### config.mk
export PLATFORM = sky130hd
export DESIGN_NAME = mm_arbiter
export DESIGN_NICKNAME = d
export VERILOG_FILES = /design/src/rtl/mm_arbiter.sv
export SDC_FILE = /design/constraint.sdc
export NUM_CORES = 2
export LEC_CHECK = 0
export ABC_CLOCK_PERIOD_IN_PS = 4700
export BUFFER_PORTS_ARGS = -buffer_cell sky130_fd_sc_hd__buf_4
export CELL_PAD_IN_SITES_DETAIL_PLACEMENT = 1
export CELL_PAD_IN_SITES_GLOBAL_PLACEMENT = 1
export CORE_AREA = 2 2 683 685
export CTS_BUF_LIST = sky130_fd_sc_hd__clkbuf_16
export DETAILED_ROUTE_END_ITERATION = 8
export DIE_AREA = 0 0 685 687
export PLACE_DENSITY = 0.32
export REMOVE_ABC_BUFFERS = 1
export SYNTH_ARGS = -nofsm -noshare
export SYNTH_HDL_FRONTEND = slang
export SYNTH_SLANG_ARGS = --single-unit
export TNS_END_PERCENT = 1
### constraint.sdc
create_clock -name clk -period 4.7 [get_ports clk]
set_input_delay 0 -clock clk [delete_from_list [all_inputs] [get_ports clk]]
set_output_delay 0 -clock clk [all_outputs]
set_load 0.05 [all_outputs]
### src/rtl/mm_arbiter.sv
// Two-port round-robin arbiter and sequencer for the 256-bit-line main memory.
// Grants one L1 requester at a time and drives the memory address/strobe protocol.
module mm_arbiter #(
    parameter int ADDR_W      = 27,
    parameter int MEM_ENTRIES = 256,
    parameter int TIMEOUT     = 8
) (
    input  logic              clk,
    input  logic              rst_n,
    input  logic              r0_req,
    input  logic              r0_we,
    input  logic [ADDR_W-1:0] r0_addr,
    input  logic [31:0]       r0_be,
    input  logic [255:0]      r0_wd,
    output logic              r0_ack,
    output logic              r0_err,
    output logic [255:0]      r0_rd,
    input  logic              r1_req,
    input  logic              r1_we,
    input  logic [ADDR_W-1:0] r1_addr,
    input  logic [31:0]       r1_be,
    input  logic [255:0]      r1_wd,
    output logic              r1_ack,
    output logic              r1_err,
    output logic [255:0]      r1_rd,
    output logic [ADDR_W-1:0] mm_a,
    output logic [31:0]       mm_be,
    output logic [255:0]      mm_wd,
    output logic              mm_read,
    output logic              mm_write,
    input  logic [255:0]      mm_rd,
    input  logic              mm_valid,
    input  logic              mm_ready,
    output logic              busy,
    output logic              gnt_id
);

    localparam int                CNT_W      = $clog2(TIMEOUT + 1);
    localparam logic [CNT_W-1:0]  CNT_LAST   = CNT_W'(TIMEOUT - 1);
    localparam logic [ADDR_W-1:0] ADDR_LIMIT = ADDR_W'(MEM_ENTRIES);

    typedef enum logic [2:0] {
        ST_IDLE,
        ST_SETUP,
        ST_ISSUE,
        ST_WAIT,
        ST_RESP
    } state_t;

    state_t            state;
    logic              last_gnt;
    logic              txn_we;
    logic [CNT_W-1:0]  wait_cnt;

    logic              any_req;
    logic              winner;
    logic              sel_we;
    logic [ADDR_W-1:0] sel_addr;
    logic [31:0]       sel_be;
    logic [255:0]      sel_wd;
    logic              out_of_range;
    logic              resp_fire;
    logic              resp_err;
    logic              resp_port;
    logic [255:0]      resp_data;

    // NOTE: every signal gets a default before the case so no latch is inferred.
    always_comb begin
        any_req      = r0_req | r1_req;
        winner       = (r0_req && r1_req) ? ~last_gnt : r1_req;
        sel_we       = winner ? r1_we   : r0_we;
        sel_addr     = winner ? r1_addr : r0_addr;
        sel_be       = winner ? r1_be   : r0_be;
        sel_wd       = winner ? r1_wd   : r0_wd;
        out_of_range = (sel_addr >= ADDR_LIMIT);
        resp_fire    = 1'b0;
        resp_err     = 1'b0;
        resp_port    = gnt_id;
        resp_data    = '0;
        case (state)
            ST_IDLE: begin
                if (any_req && out_of_range) begin
                    resp_fire = 1'b1;
                    resp_err  = 1'b1;
                    resp_port = winner;
                end
            end
            ST_WAIT: begin
                // A response of the wrong type for this transaction is ignored.
                if (!txn_we && mm_valid) begin
                    resp_fire = 1'b1;
                    resp_data = mm_rd;
                end else if (txn_we && mm_ready) begin
                    resp_fire = 1'b1;
                end else if (wait_cnt == CNT_LAST) begin
                    resp_fire = 1'b1;
                    resp_err  = 1'b1;
                end
            end
            default: ;
        endcase
    end

    assign busy = (state != ST_IDLE);

    // NOTE: all state uses non-blocking assignments; reset is synchronous to clk.
    always_ff @(posedge clk) begin
        if (!rst_n) begin
            state    <= ST_IDLE;
            last_gnt <= 1'b1;
            gnt_id   <= 1'b0;
            txn_we   <= 1'b0;
            wait_cnt <= '0;
            mm_a     <= '0;
            mm_be    <= '0;
            mm_wd    <= '0;
            mm_read  <= 1'b0;
            mm_write <= 1'b0;
            r0_ack   <= 1'b0;
            r0_err   <= 1'b0;
            r0_rd    <= '0;
            r1_ack   <= 1'b0;
            r1_err   <= 1'b0;
            r1_rd    <= '0;
        end else begin
            r0_ack   <= 1'b0;
            r0_err   <= 1'b0;
            r1_ack   <= 1'b0;
            r1_err   <= 1'b0;
            mm_read  <= 1'b0;
            mm_write <= 1'b0;
            case (state)
                ST_IDLE: begin
                    if (any_req) begin
                        gnt_id   <= winner;
                        last_gnt <= winner;
                        txn_we   <= sel_we;
                        if (!out_of_range) begin
                            mm_a  <= sel_addr;
                            mm_be <= sel_be;
                            mm_wd <= sel_wd;
                            state <= ST_SETUP;
                        end
                    end
                end
                // Address is already stable here; memory latches it before the strobe.
                ST_SETUP: begin
                    mm_read  <= ~txn_we;
                    mm_write <= txn_we;
                    state    <= ST_ISSUE;
                end
                ST_ISSUE: begin
                    wait_cnt <= '0;
                    state    <= ST_WAIT;
                end
                ST_WAIT: begin
                    wait_cnt <= wait_cnt + CNT_W'(1);
                end
                ST_RESP: begin
                    state <= ST_IDLE;
                end
                default: begin
                    state <= ST_IDLE;
                end
            endcase
            if (resp_fire) begin
                state <= ST_RESP;
                if (resp_port) begin
                    r1_ack <= 1'b1;
                    r1_err <= resp_err;
                    r1_rd  <= resp_data;
                end else begin
                    r0_ack <= 1'b1;
                    r0_err <= resp_err;
                    r0_rd  <= resp_data;
                end
            end
        end
    end

endmodule

# Yosys cells after proc, flatten, opt, wreduce, memory -nomap -nowiden
# Index checks and enable logic that the tools add are counted.
# Widths: inputs -> output; s select.
[totals]
mem_bits_rw = 0
in_bits = 894
romBits = 0
latch_bits = 0
word_cells = 79
memories = 0
reg_bits = 843
[op_classes]
reduce_logical = 19
eq_ne = 9
n_bitwise = 8
n_mul = 0
order_cmp = 1
add_sub_neg = 1
div = 0
mux = 24
shifts = 0
[ops]
columns = ["operator", "n"]
rows = [
  ["$mux 256", 3],
  ["$mux 32", 1],
  ["$ge 27x9->1 const B", 1],
  ["$mux 27", 1],
  ["$mux 1", 12],
  ["$pmux 3 s4", 1],
  ["$reduce_and 3->1", 4],
  ["$reduce_and 2->1", 5],
  ["$mux 3", 3],
  ["$pmux 4 s2", 1],
  ["$not 1->1", 7],
  ["$eq 3x2->1 const B", 2],
  ["$ne 2x2->1 const B", 3],
  ["$ne 3x3->1 const B", 2],
  ["$add 4x1->4 const B", 1],
  ["$eq 4x3->1 const B", 1],
  ["$logic_and 1x1->1", 4],
  ["$pmux 1 s2", 2],
  ["$eq 3x1->1 const B", 1],
  ["$logic_not 3->1", 1],
  ["$reduce_bool 3->1", 1],
  ["$reduce_or 3->1", 1],
  ["$reduce_bool 2->1", 1],
  ["$reduce_or 2->1", 1],
  ["other kinds (2)", 2],
]

# Logic depth before layout (Yosys ltp)
[logic_depth]
word_depth = 9
ltp_mapped = 9
depth_no_buf = 6

# Least setup slack after synthesis
# Ideal clock, no wire load.
[synth_path]
path_kind = "flip-flop to flip-flop"
from = "register state[1]"
to = "register r1_rd[100]"
path_slack_ps = 2682
required_ps = 4628
synth_period_minus_slack_ps = 2018
setup_ps = 72
stages_incl_launch_ff = 10
arrival_ps = 1946
path_buffers = 4
cell_sequence = "dfxtp_1 > clkbuf_2 > nor3_2 > inv_1 > nor2_2 > a32o_1 > buf_4 > buf_6 > buf_6 > mux2i_1"
[synth_via]
elab_chain_cells = 3
elab_cells_between_ends = 6
classes_between = "eq/ne: 1; mux: 3; reduce/logical: 2"
[synth_lines]
columns = ["item", "line_no", "text"]
rows = [
  ["start, declared", "50", "state_t state;"],
  ["start signal, assigned", "109", "state <= ST_IDLE;"],
  ["start signal, assigned", "142", "state <= ST_SETUP;"],
  ["start signal, assigned", "150", "state <= ST_ISSUE;"],
  ["$eq 3x2->1 or $logic_not 3->1 (tied branches)", "80", "case (state)"],
  ["$pmux 1 s2 or $mux 1 (tied branches)", "80", ""],
  ["$reduce_and 2->1 (no line)", "--", ""],
  ["end signal, assigned", "171", "r1_rd <= resp_data;"],
  ["end, declared", "25", "output logic [255:0] r1_rd,"],
]
# Several ways; a longest one is shown, not always the timed one.
# A chain may end at the register's enable or synchronous reset.

# Final worst setup path
[layout_path]
from = "register last_gnt"
to = "register mm_a[6]"
[layout_via]
elab_chain_cells = 6
[layout_lines]
columns = ["item", "line_no", "text"]
rows = [
  ["start, declared", "51", "logic last_gnt;"],
  ["start signal, assigned", "136", "last_gnt <= winner;"],
  ["$not 1->1 *", "70", "winner = (r0_req && r1_req) ? ~last_gnt : r1_req;"],
  ["$mux 1 *", "70", ""],
  ["$mux 27 *", "72", "sel_addr = winner ? r1_addr : r0_addr;"],
  ["$ge 27x9->1", "75", "out_of_range = (sel_addr >= ADDR_LIMIT);"],
  ["$not 1->1 (no line)", "--", ""],
  ["$reduce_and 3->1 (no line)", "--", ""],
  ["end signal, assigned", "139", "mm_a <= sel_addr;"],
  ["end, declared", "26", "output logic [ADDR_W-1:0] mm_a,"],
]
# Every way passes the cells marked *; elsewhere a longest branch is shown, timed or not.

==> impl_metrics.toml <==
[status]
status = "finished, final reports clean"

[routing]
route.antenna.remaining_nets = 0
drc = 0
initialDrtViolationCount = 1416
vias = 39550
vias_per_cell = 3.07
wl_um = 316000
firstDrtPassIters = 5
wl_per_cell_um = 24.5

[sta]
tns_ns = 0
setup_violations = 0
worst_pin_slew_ns = 1.13
fmax_mhz = 314
drv_slew = 0
rsz0062_at_grt = "no"
skew_ns = 0.0957
finalHoldViolations = 0
max-slew-margin-rel = 0.248
min_period_ns = 3.19
post-route-period-util = 0.678

[floorplanning]
io_pins = 1729
die_height_um = 687
initial_utilization = 0.0750
die_x_um = 685
dieArea_um2 = 471000
core-area_um2 = 463000
rows = 250

[synth]
async_reset_ff_frac = 0
ys_warn_count = 0
avgSynthCellArea_um2 = 8.90
synth_cells = 3899
yosysSeqAreaShare = 0.486
synth_cell_types = 43
ys.flop_type = "dfxtp_1"
synth_edf_count = 0
synth_area_um2 = 34700
synth_seq_cells = 843

[worst_hold_path]
hold_path.class = "in -> reg"

[final_layout]
drive_gt1_frac = 0.299
area_growth_syn_to_layout_pct = 99.4
final_cell_mix = "buf_4, dlygate4sd3_1, nand2_1, dfxtp_1, mux2i_1"
nNetsFinal = 7463
fin_util = 0.150
layout_commonest_cell = "buf_4"

[cts]
cts-htree-levels = 4
clock_path_buffers = 4
clock_sinks = 843
cts_resized = 0
postCtsSetupBuffers = 0
clkLatencyLatePin_ns = 0.85
clockRootBuffer = "clkbuf_16"
cts_tree = "built"
cts_made_buffers = 135
clk_pin_slew_worst_paths_ns = 0.05

[power]
leakagePower_nw = 29.9
p_total_mw = 19.6
peakVddDrop_mv = 0.230
power_density_nw_per_um2 = 283

[worst_setup_path]
crit_fanout = 127
r2r_setup_slack_ns = 1.51
reg2reg_to = "mm_a[6]$_SDFFE_PN0P_"
worstPathArrival_ns = 3.91
crit_type = "reg -> reg"
crit-reg2reg-launch = "last_gnt$_SDFFE_PN1P_"
worstSetupStartpoint = "last_gnt$_SDFFE_PN1P_"
crit_end = "mm_a[6]$_SDFFE_PN0P_"
ff2ff_path_depth = 7
critical_path_required_ns = 5.42
critPathLaunchType = "flop"
end_kind = "flop"

[global_routing]
antenna_found_initial = 121
grt_pass1_wl_um = 411000
grtUsageTotal = 0.129
grt_pass1_vias = 43397
grt_max_degree = 138
grt_overflow = 0

[run]
drv_cap = 0

[place]
gp_congestion = 0.835
hpwl_um = 255000
portBuffers = 1728
## kinds of logic (layout without fill, tap and decap cells)
group           count (synthesis)  after routing  synth area share
buf+inv                       315           3080            0.0483
mux                           686            686             0.198
other cells                     0             41                 0
fa+ha+maj                       1              1          0.000360
compound gates                143            143            0.0348
flops                         843            843             0.486
simple gates                 1911           1911             0.233
## synth_stat cells (all sizes together) (2+ instances only)
cell    number  area [um^2]
dfxtp      843        16900
inv          2         7.51
nand3        2         10.0
mux2i      686         6870
or3        296         1850
nand2b       2         12.5
nand3b       2         15.0
a211oi       2         20.0
a21oi        8         40.0
or4          2         15.0
nor3         7         45.0
nor2       608         2290
clkbuf     200          752
a22o       123         1080
buf        112          913
o21ai        5         25.0
and3        23          144
nor4         8         56.3
nand2      952         3570
and2         2         12.5
## repair_timing
action	in CTS	in global routing
endpoints found under the hold margin	818	0
endpoints found under the setup margin	0	0
hold buffers	1035	0
## per-stage QoR
| stage | hold slack (ns) | setup slack (ns) | instances | cell area (um^2) |
|---|---|---|---|---|
| 3_5_place_dp | 0.235 | 1.51 | 11570 | 54700 |
| 3_3_place_gp | 0.233 | 1.46 | 11569 | 54700 |
| 5_1_grt | 0.0471 | 1.32 | 12853 | 69200 |
| 2_1_floorplan | 0.0762 | -20.96 | 3587 | 33100 |
| 6_report | 0.0786 | 1.51 | 12879 | 69200 |
| 4_1_cts | 0.000520 | 1.46 | 12838 | 69100 |
## sequential cells by signal, summed over array words and instances, names as in the netlist
| signal | cells |
|---|---|
| mm_a | 27 |
| mm_read | 1 |
| mm_write | 1 |
| last_gnt | 1 |
| r1_ack | 1 |
| r0_err | 1 |
| mm_wd | 256 |
| state | 3 |
| r1_rd | 256 |
| gnt_id | 1 |
| wait_cnt | 4 |
| r1_err | 1 |
| r0_ack | 1 |
| mm_be | 32 |
| txn_we | 1 |
| r0_rd | 256 |
## how the worst min path moves through the flow
stage | start | to | slack (ns) | cells after the start
finish | mm_rd[184] | r0_rd[184]$_SDFFE_PN0P_ | 0.08 | 3
global route | r1_be[12] | mm_be[12]$_SDFFE_PN0P_ | 0.05 | 4
CTS | r1_wd[88] | mm_wd[88]$_SDFFE_PN0P_ | 0.0005 | 5
detailed placement | mm_rd[200] | r0_rd[200]$_SDFFE_PN0P_ | 0.23 | 2
global placement | mm_rd[137] | r0_rd[137]$_SDFFE_PN0P_ | 0.23 | 2
floorplan | rst_n | last_gnt$_SDFFE_PN1P_ | 0.08 | 1
## power breakdown
part / internal (mW) / switching (mW)
registers: 7.15 / 0.00509
logic: 1.45 / 1.29
clock network: 5.48 / 4.23
total: 14.1 / 5.53
## critical path, stage by stage (launching register included)
cell,delay (ns)
dfxtp_1,0.31
nand2_1,0.12
and2_4,0.51
buf_12,0.28
nor2_1,0.32
or3_1,0.39
dlygate4sd3_1,0.56
mux2i_1,0.11
## final cells by class
type                    instances  area (um^2)
diodes                         41          103
clock buffers                 136         3400
clock inverters                97          617
fillers                     54535       393000
inverters                       3         18.8
multi-input cells            2741        16200
flip-flops and latches        843        16900
well taps                    6174         7720
repair buffers               2844        24200
## routing by layer
layer,up-vias,part of all wire,global-route usage
met5,-,0.0013,0
met1,19452,0.35,0.127
met4,58,0.031,0.0354
met2,1310,0.54,0.249
li1,18308,-,-
met3,422,0.081,0.0486
No activity file was read; power rests on OpenSTA's default activity.
